--- src/rtl/riscv_pkg.sv ---
// rtl/riscv_pkg.sv - shared riscv32i widths and types
package riscv_pkg;
  localparam int XLEN     = 32;
  localparam int NUM_REGS = 32;
  localparam int REG_AW   = 5;

  typedef logic [XLEN-1:0]   word_t;
  typedef logic [REG_AW-1:0] reg_addr_t;
endpackage

--- src/rtl/dff_en_rst.sv ---
// rtl/dff_en_rst.sv - enabled word flop with async active-low reset
module dff_en_rst #(
  parameter int               WIDTH     = 32,
  parameter logic [WIDTH-1:0] RESET_VAL = '0
) (
  input  logic             clk,
  input  logic             rst_n,
  input  logic             en,
  input  logic [WIDTH-1:0] d,
  output logic [WIDTH-1:0] q
);
  always_ff @(posedge clk or negedge rst_n) begin
    if (!rst_n) begin
      q <= RESET_VAL;
    end else if (en) begin
      q <= d;
    end
  end
endmodule

--- src/rtl/reg_file.sv ---
// rtl/reg_file.sv - multi-port register file with optional bypass and hardwired x0
module reg_file
  import riscv_pkg::*;
#(
  parameter int               WIDTH     = XLEN,
  parameter int               DEPTH     = NUM_REGS,
  parameter int               NUM_RD    = 2,
  parameter bit               BYPASS    = 1'b1,
  parameter bit               ZERO_REG  = 1'b1,
  parameter logic [WIDTH-1:0] RESET_VAL = '0,
  localparam int              AW        = (DEPTH > 1) ? $clog2(DEPTH) : 1
) (
  input  logic                    clk,
  input  logic                    rst_n,
  input  logic                    we,
  input  logic [AW-1:0]           waddr,
  input  logic [WIDTH-1:0]        wdata,
  input  logic [NUM_RD*AW-1:0]    raddr,
  output logic [NUM_RD*WIDTH-1:0] rdata,
  output logic                    wr_ack
);
  localparam logic [AW:0] DEPTH_LIM = (AW+1)'(DEPTH);

  function automatic logic in_range(input logic [AW-1:0] a);
    return {1'b0, a} < DEPTH_LIM;
  endfunction

  logic [WIDTH-1:0] mem [DEPTH];
  logic             wr_commit;

  // rst_n gates the commit so a write racing reset neither acks nor bypasses
  assign wr_commit = rst_n && we && in_range(waddr) && !(ZERO_REG && waddr == '0);

  for (genvar e = 0; e < DEPTH; e++) begin : g_entry
    if (ZERO_REG && e == 0) begin : g_zero
      assign mem[e] = '0;
    end else begin : g_word
      logic en;
      assign en = wr_commit && (waddr == AW'(e));
      dff_en_rst #(
        .WIDTH    (WIDTH),
        .RESET_VAL(RESET_VAL)
      ) u_word (
        .clk  (clk),
        .rst_n(rst_n),
        .en   (en),
        .d    (wdata),
        .q    (mem[e])
      );
    end
  end

  for (genvar r = 0; r < NUM_RD; r++) begin : g_rd
    logic [AW-1:0]    ra;
    logic [WIDTH-1:0] rd;
    assign ra = raddr[r*AW +: AW];

    always_comb begin
      rd = '0;
      if (!in_range(ra) || (ZERO_REG && ra == '0)) begin
        rd = '0;
      end else if (BYPASS && wr_commit && ra == waddr) begin
        rd = wdata;
      end else begin
        rd = mem[ra];
      end
    end

    assign rdata[r*WIDTH +: WIDTH] = rd;
  end

  always_ff @(posedge clk or negedge rst_n) begin
    if (!rst_n) begin
      wr_ack <= 1'b0;
    end else begin
      wr_ack <= wr_commit;
    end
  end
endmodule

--- config.mk ---
export PLATFORM = sky130hd
export DESIGN_NAME = reg_file
export DESIGN_NICKNAME = d
export VERILOG_FILES = /design/src/rtl/riscv_pkg.sv /design/src/rtl/dff_en_rst.sv /design/src/rtl/reg_file.sv
export SDC_FILE = /design/constraint.sdc
export NUM_CORES = 2
export LEC_CHECK = 0
export CORE_ASPECT_RATIO = 1.4
export CORE_MARGIN = 8
export CORE_UTILIZATION = 45
export DETAILED_ROUTE_END_ITERATION = 7
export PLACE_DENSITY = 0.64
export SYNTH_ARGS = -nofsm -noshare
export SYNTH_HDL_FRONTEND = slang
export SYNTH_HIERARCHICAL = 1
export SYNTH_SLANG_ARGS = --single-unit
--- constraint.sdc ---
create_clock -name clk -period 3.05 [get_ports clk]
set_input_delay 0.4575 -clock clk [delete_from_list [all_inputs] [get_ports clk]]
set_output_delay 0.4575 -clock clk [all_outputs]
set_load 0.02 [all_outputs]
* Word level (Yosys, flattened, before mapping) *
Cells that the tools add are included.

storage, ports and cells
  flip-flop bits (word level) = 993
  input port bits = 50
  output and inout bits = 65
  word-level logic and storage cells = 118

cells by class
  $lt $le $gt $ge = 2
  eq/ne operators = 33
  mux-type cells = 10
  bitwise logic cells = 2
  reductions and logical operators = 39

operators by type and width
  kind                                                       number
  binary-select mux 32 bit (select 5 bit)                    2
  2-to-1 mux 32 bit                                          8
  equality test 5 bit (second input constant)                16
  equality test 5 x 4 -> 1 bit (second input constant)       8
  logical AND 1 bit                                          35
  equality test 5 x 3 -> 1 bit (second input constant)       4
  zero test 5 bit                                            3
  greater-or-equal comparator 6 bit (second input constant)  2
  inverter 5 -> 6 bit                                        2
  equality test 5 x 2 -> 1 bit (second input constant)       2
  equality test 5 bit                                        2
  equality test 5 x 1 -> 1 bit (second input constant)       1
  zero test 1 bit                                            1

* Longest topological paths before layout *
  depth in word-level cells = 6
  depth in mapped cells = 9
  depth with buffers taken out = 6

* Cells and area by module *
Netlist, hierarchy kept.

by module, submodules not included
  module      instances  cells an instance  area each (sq um)  sequential area each (sq um)
  dff_en_rst  31         68                 1,345.0            800.8
  reg_file    1          1,560              17,008.8           25.0

* Worst setup path after synthesis *
OpenSTA, ideal clock, no wires.

  kind = input port to output port
  start = in raddr[0]
  end = out rdata[18]
  arrival = 2,194 ps
  required time = 2,592 ps
  setup slack = 399 ps
  cell stages on the path = 9
  buffers on the path = 4
  cell sequence = buf_6 -> buf_12 -> nor2b_1 -> clkbuf_1 -> clkbuf_1 -> a221oi_1 -> o21ai_1 -> and2_1 -> a211oi_1

on the way
  cells in the longest elaborated chain, start to end = 6
  elaborated cells between the ends (all ways) = 9
  those cells by class = eq/ne (1); mux (5); bitwise (1); reduce/logical (2)

RTL lines
  element                                               RTL line        text
  start: declaration                                    reg_file.sv:18  input logic [NUM_RD*AW-1:0] raddr,
  inverter 5 -> 6 bit (implied by the code)             reg_file.sv:65  rd = mem[ra];
  binary-select mux 32 bit (select 5 bit)               reg_file.sv:65
  2-to-1 mux 32 bit (implied by the code) (2 in a row)  reg_file.sv:65
  2-to-1 mux 32 bit                                     reg_file.sv:62  end else if (BYPASS && wr_commit && ra == waddr) begin
  2-to-1 mux 32 bit *                                   reg_file.sv:60  if (!in_range(ra) || (ZERO_REG && ra == '0)) begin
  end: declaration                                      reg_file.sv:19  output logic [NUM_RD*WIDTH-1:0] rdata,

Every way passes the cells marked *; elsewhere a longest branch is shown, timed or not. The select of a mux whose other input is x is not followed.

* Final worst setup path *
  start = reg g_entry[26].g_word.u_word.q[14]
  end = out rdata[14]

on the way
  cells in the longest elaborated chain, start to end = 5

RTL lines
  element                                               RTL line          text
  start: declaration                                    dff_en_rst.sv:10  output logic [WIDTH-1:0] q
  start signal: assignment                              dff_en_rst.sv:14  q <= RESET_VAL;
  start signal: assignment                              dff_en_rst.sv:16  q <= d;
  binary-select mux 32 bit (select 5 bit)               reg_file.sv:65
  2-to-1 mux 32 bit (implied by the code) (2 in a row)  reg_file.sv:65
  2-to-1 mux 32 bit                                     reg_file.sv:62
  2-to-1 mux 32 bit                                     reg_file.sv:60

No other way between the ends. The select of a mux whose other input is x is not followed.

==> results_dict.tcl <==
set metrics [dict create \
    path_clk_slew_ns 0.07 \
    numCtsBuffers 98 \
    fin_ws_ns -0.0563 \
    drt_wl_total_mm 205 \
    cellLeakagePower_nw 31.1 \
    grt_max_degree 173 \
    grt_util_met2 0.441 \
    critPathCaptureType "primary output" \
    root_buffer "clkbuf_16" \
    synth.distinct_cells 62 \
    final_util 0.542 \
    nets 4265 \
    clk_path_buf_depth 3 \
    fin_tns_setup_ns -0.120 \
    synthMuxAreaShare 0.437 \
    wl_per_cell_microns 33.9 \
    fin_skew_ns 0 \
    cp.required_ns 2.59 \
    report.final.slew_viol_count 0 \
    die_w_microns 321 \
    syn_to_final_growth_pct 20.3 \
    hold_class "input pin to register" \
    switching_share 0.277 \
    placed_cell_area_sq_um 65200 \
    fmax_mhz 322 \
    synth_area_leaders "dfrtp_1 42%, mux2_4 24%, mux4_2 15%, buf_12 3.2%, mux2i_1 2.9%" \
    violations "setup timing" \
    port-buffer-count 114 \
    synth_cells 3668 \
    ant_nets 0 \
    layout_commonest_cell "dfrtp_1" \
    fin_crit_ns 3.11 \
    layout_common_cells "993 x dfrtp_1, 933 x mux2_4, 476 x buf_4, 383 x mux4_2, 164 x buf_12" \
    grt_use_met1 0.371 \
    htree_levels 3 \
    avgSynthCellArea_sq_um 16.0 \
    final-setup-viol-count 6 \
    crit_type "register to primary output" \
    synth_edf_count 0 \
    synth-adder-area-share 0 \
    final_hold_viol_count 0 \
    core.rowCount 157 \
    drtIter0Drc 3790 \
    grt_pass1_wl_mm 298 \
    antenna_found_initial 10 \
    clk_latency_ns 0.73 \
    worst_pin_slew_ns 1.02 \
    finalCritPeriodShare 1.02 \
    gr-total-overflow 0 \
    dieHeight_microns 443 \
    die-area_sq_um 142000 \
    yosysTopAreaCell "dfrtp_1" \
    synth_top_family_by_area "multiplexers" \
    rsz0062_at_grt "yes" \
    fp.coreArea_sq_um 130000 \
    place_congestion 0.918 \
    cap_viol_max_count 0 \
    ioPinCount 115 \
    status "finished, violations left" \
    yosys_most_used_dff "dfrtp_1" \
    syn_area_sq_um 58700 \
    synthArstFlopShare 1.00 \
    power_density_nw_per_um2 540 \
    timing.slew.headroom 0.323 \
    p_switching_w 0.0105 \
    busiest_layer "met2" \
    path_max_fanout 2 \
    avgViaCountPerCell 6.40 \
    synth-xor-area-share 0.00149 \
    grt_pass1_vias 40800 \
    netlist.area_leader.share 0.423 \
    ys_seq_area_frac 0.423 \
    pre_cts_slack_ns -0.826 \
    yosysWarnings 6 \
    grt_use_met3 0.0590 \
    synth-compound-area-share 0.0576 \
    fill_cells 10300 \
    worst-endpoint-arrival_ns 2.65 \
    start_util 0.451 \
    holdWs_ns 0.271 \
    drive_above_1_share 0.592 \
    ys_ff_latch 993 \
    drc 0 \
    clock-sinks 993 \
    p_comb_frac 0.222 \
    internal-power_w 0.0276 \
    multiInputGateArea_sq_um 31600 \
    cts_tree "done" \
    fin_area_sq_um 70600 \
    num_vias 38700 \
    synth_nets 3718 \
    yosys.area_share.simple 0.0205 \
    start_kind "register" \
    vdd_drop_max_mv 0.378 \
    drtPass1Iterations 5 \
    seqCellArea_sq_um 24800 \
    track_usage 0.283 \
    dp_hpwl_mm 139 \
    p_seq_frac 0.430 \
    clock_power_share 0.347 \
]
[critical path, stage by stage (launching register included)]
cell,delay (ns)
dfrtp_1,0.39
mux4_2,0.48
a22o_1,0.25
a211oi_2,0.15
a31oi_1,0.07
buf_4,0.18
mux2_4,0.26
buf_6,0.13
[flip-flops by register name, indices dropped and copies added (netlist names)]
| signal | cells |
|---|---|
| wr_ack | 1 |
| g_entry.g_word.u_word/q | 992 |
[repair_timing]
action,in CTS,in global routing
cloned,5,2
resized for setup,321,130
pin swaps,44,34
endpoints found under the setup margin,64,55
buffers inserted,57,10
endpoints found under the hold margin,114,0
hold buffers,1,0
[logic make-up (layout without fill, tap and decap cells)]
logic type,Yosys count,in the layout
buffers and inverters,345,971
other,0,3
and+or+nand+nor,257,257
muxes,1606,1606
xor gates and xnor gates,10,10
AOI/OAI and AO/OA,457,457
DFF,993,993
[power groups by stage]
stage	combinational [W]	clock [W]	sequential, W
finish	0.00848	0.0132	0.0164
global placement	0.00789	0	0.0165
detailed placement	0.00799	0	0.0165
floorplan	0.00537	0	0.0160
global route	0.00888	0.0138	0.0166
CTS	0.00831	0.0134	0.0164
[through the flow]
step                total power [W]  cells
global placement             0.0244   5798
detailed placement           0.0245   5798
CTS                          0.0380   6036
floorplan                    0.0214   3668
finish                       0.0381   6046
global route                 0.0393   6044
[worst paths after layout]
check / cells after the start / slack, ns / to / startpoint
max in group asynchronous: 4 / 0.82 / g_entry[14].g_word.u_word/q[11]$_DFFE_PN0P_ / rst_n
max: 7 / -0.06 / rdata[14] / g_entry[26].g_word.u_word/q[14]$_DFFE_PN0P_
min reg2reg: 1 / 0.53 / g_entry[24].g_word.u_word/q[31]$_DFFE_PN0P_ / g_entry[24].g_word.u_word/q[31]$_DFFE_PN0P_
min in group asynchronous: 3 / 0.67 / g_entry[12].g_word.u_word/q[26]$_DFFE_PN0P_ / rst_n
min: 5 / 0.27 / wr_ack$_DFF_PN0_ / rst_n
max reg2reg: 2 / 2.12 / g_entry[15].g_word.u_word/q[9]$_DFFE_PN0P_ / g_entry[15].g_word.u_word/q[9]$_DFFE_PN0P_
[routing by layer]
layer / vias to the layer above / wire length [microns]
met2: 2066 / 95700
met4: 10 / 12200
met3: 582 / 17500
met1: 20700 / 79800
met5: - / 68
li1: 15400 / -
[synthesized netlist by cell type (15+ instances only)]
master	n
dfrtp_1	993
mux2_4	931
mux4_2	383
mux2i_1	169
nor2_1	124
mux2_2	123
a221oi_1	108
buf_12	95
a22oi_1	83
buf_2	69
clkbuf_1	65
o21ai_0	63
a21oi_1	60
buf_6	53
buf_4	47
nand2_1	43
a2111oi_0	24
o211ai_1	20
nor2b_1	17
nand2b_1	15
[final cells by class]
class / instances / area share
clock inverters: 55 / 0.00975
clock buffers: 124 / 0.0387
flip-flops and latches: 993 / 0.352
repair buffers: 782 / 0.121
multi-input cells: 2330 / 0.447
well taps: 1749 / 0.0310
inverters: 10 / 0.000585
diodes: 3 / 0.000106
(Power assumes the default switching activity.)
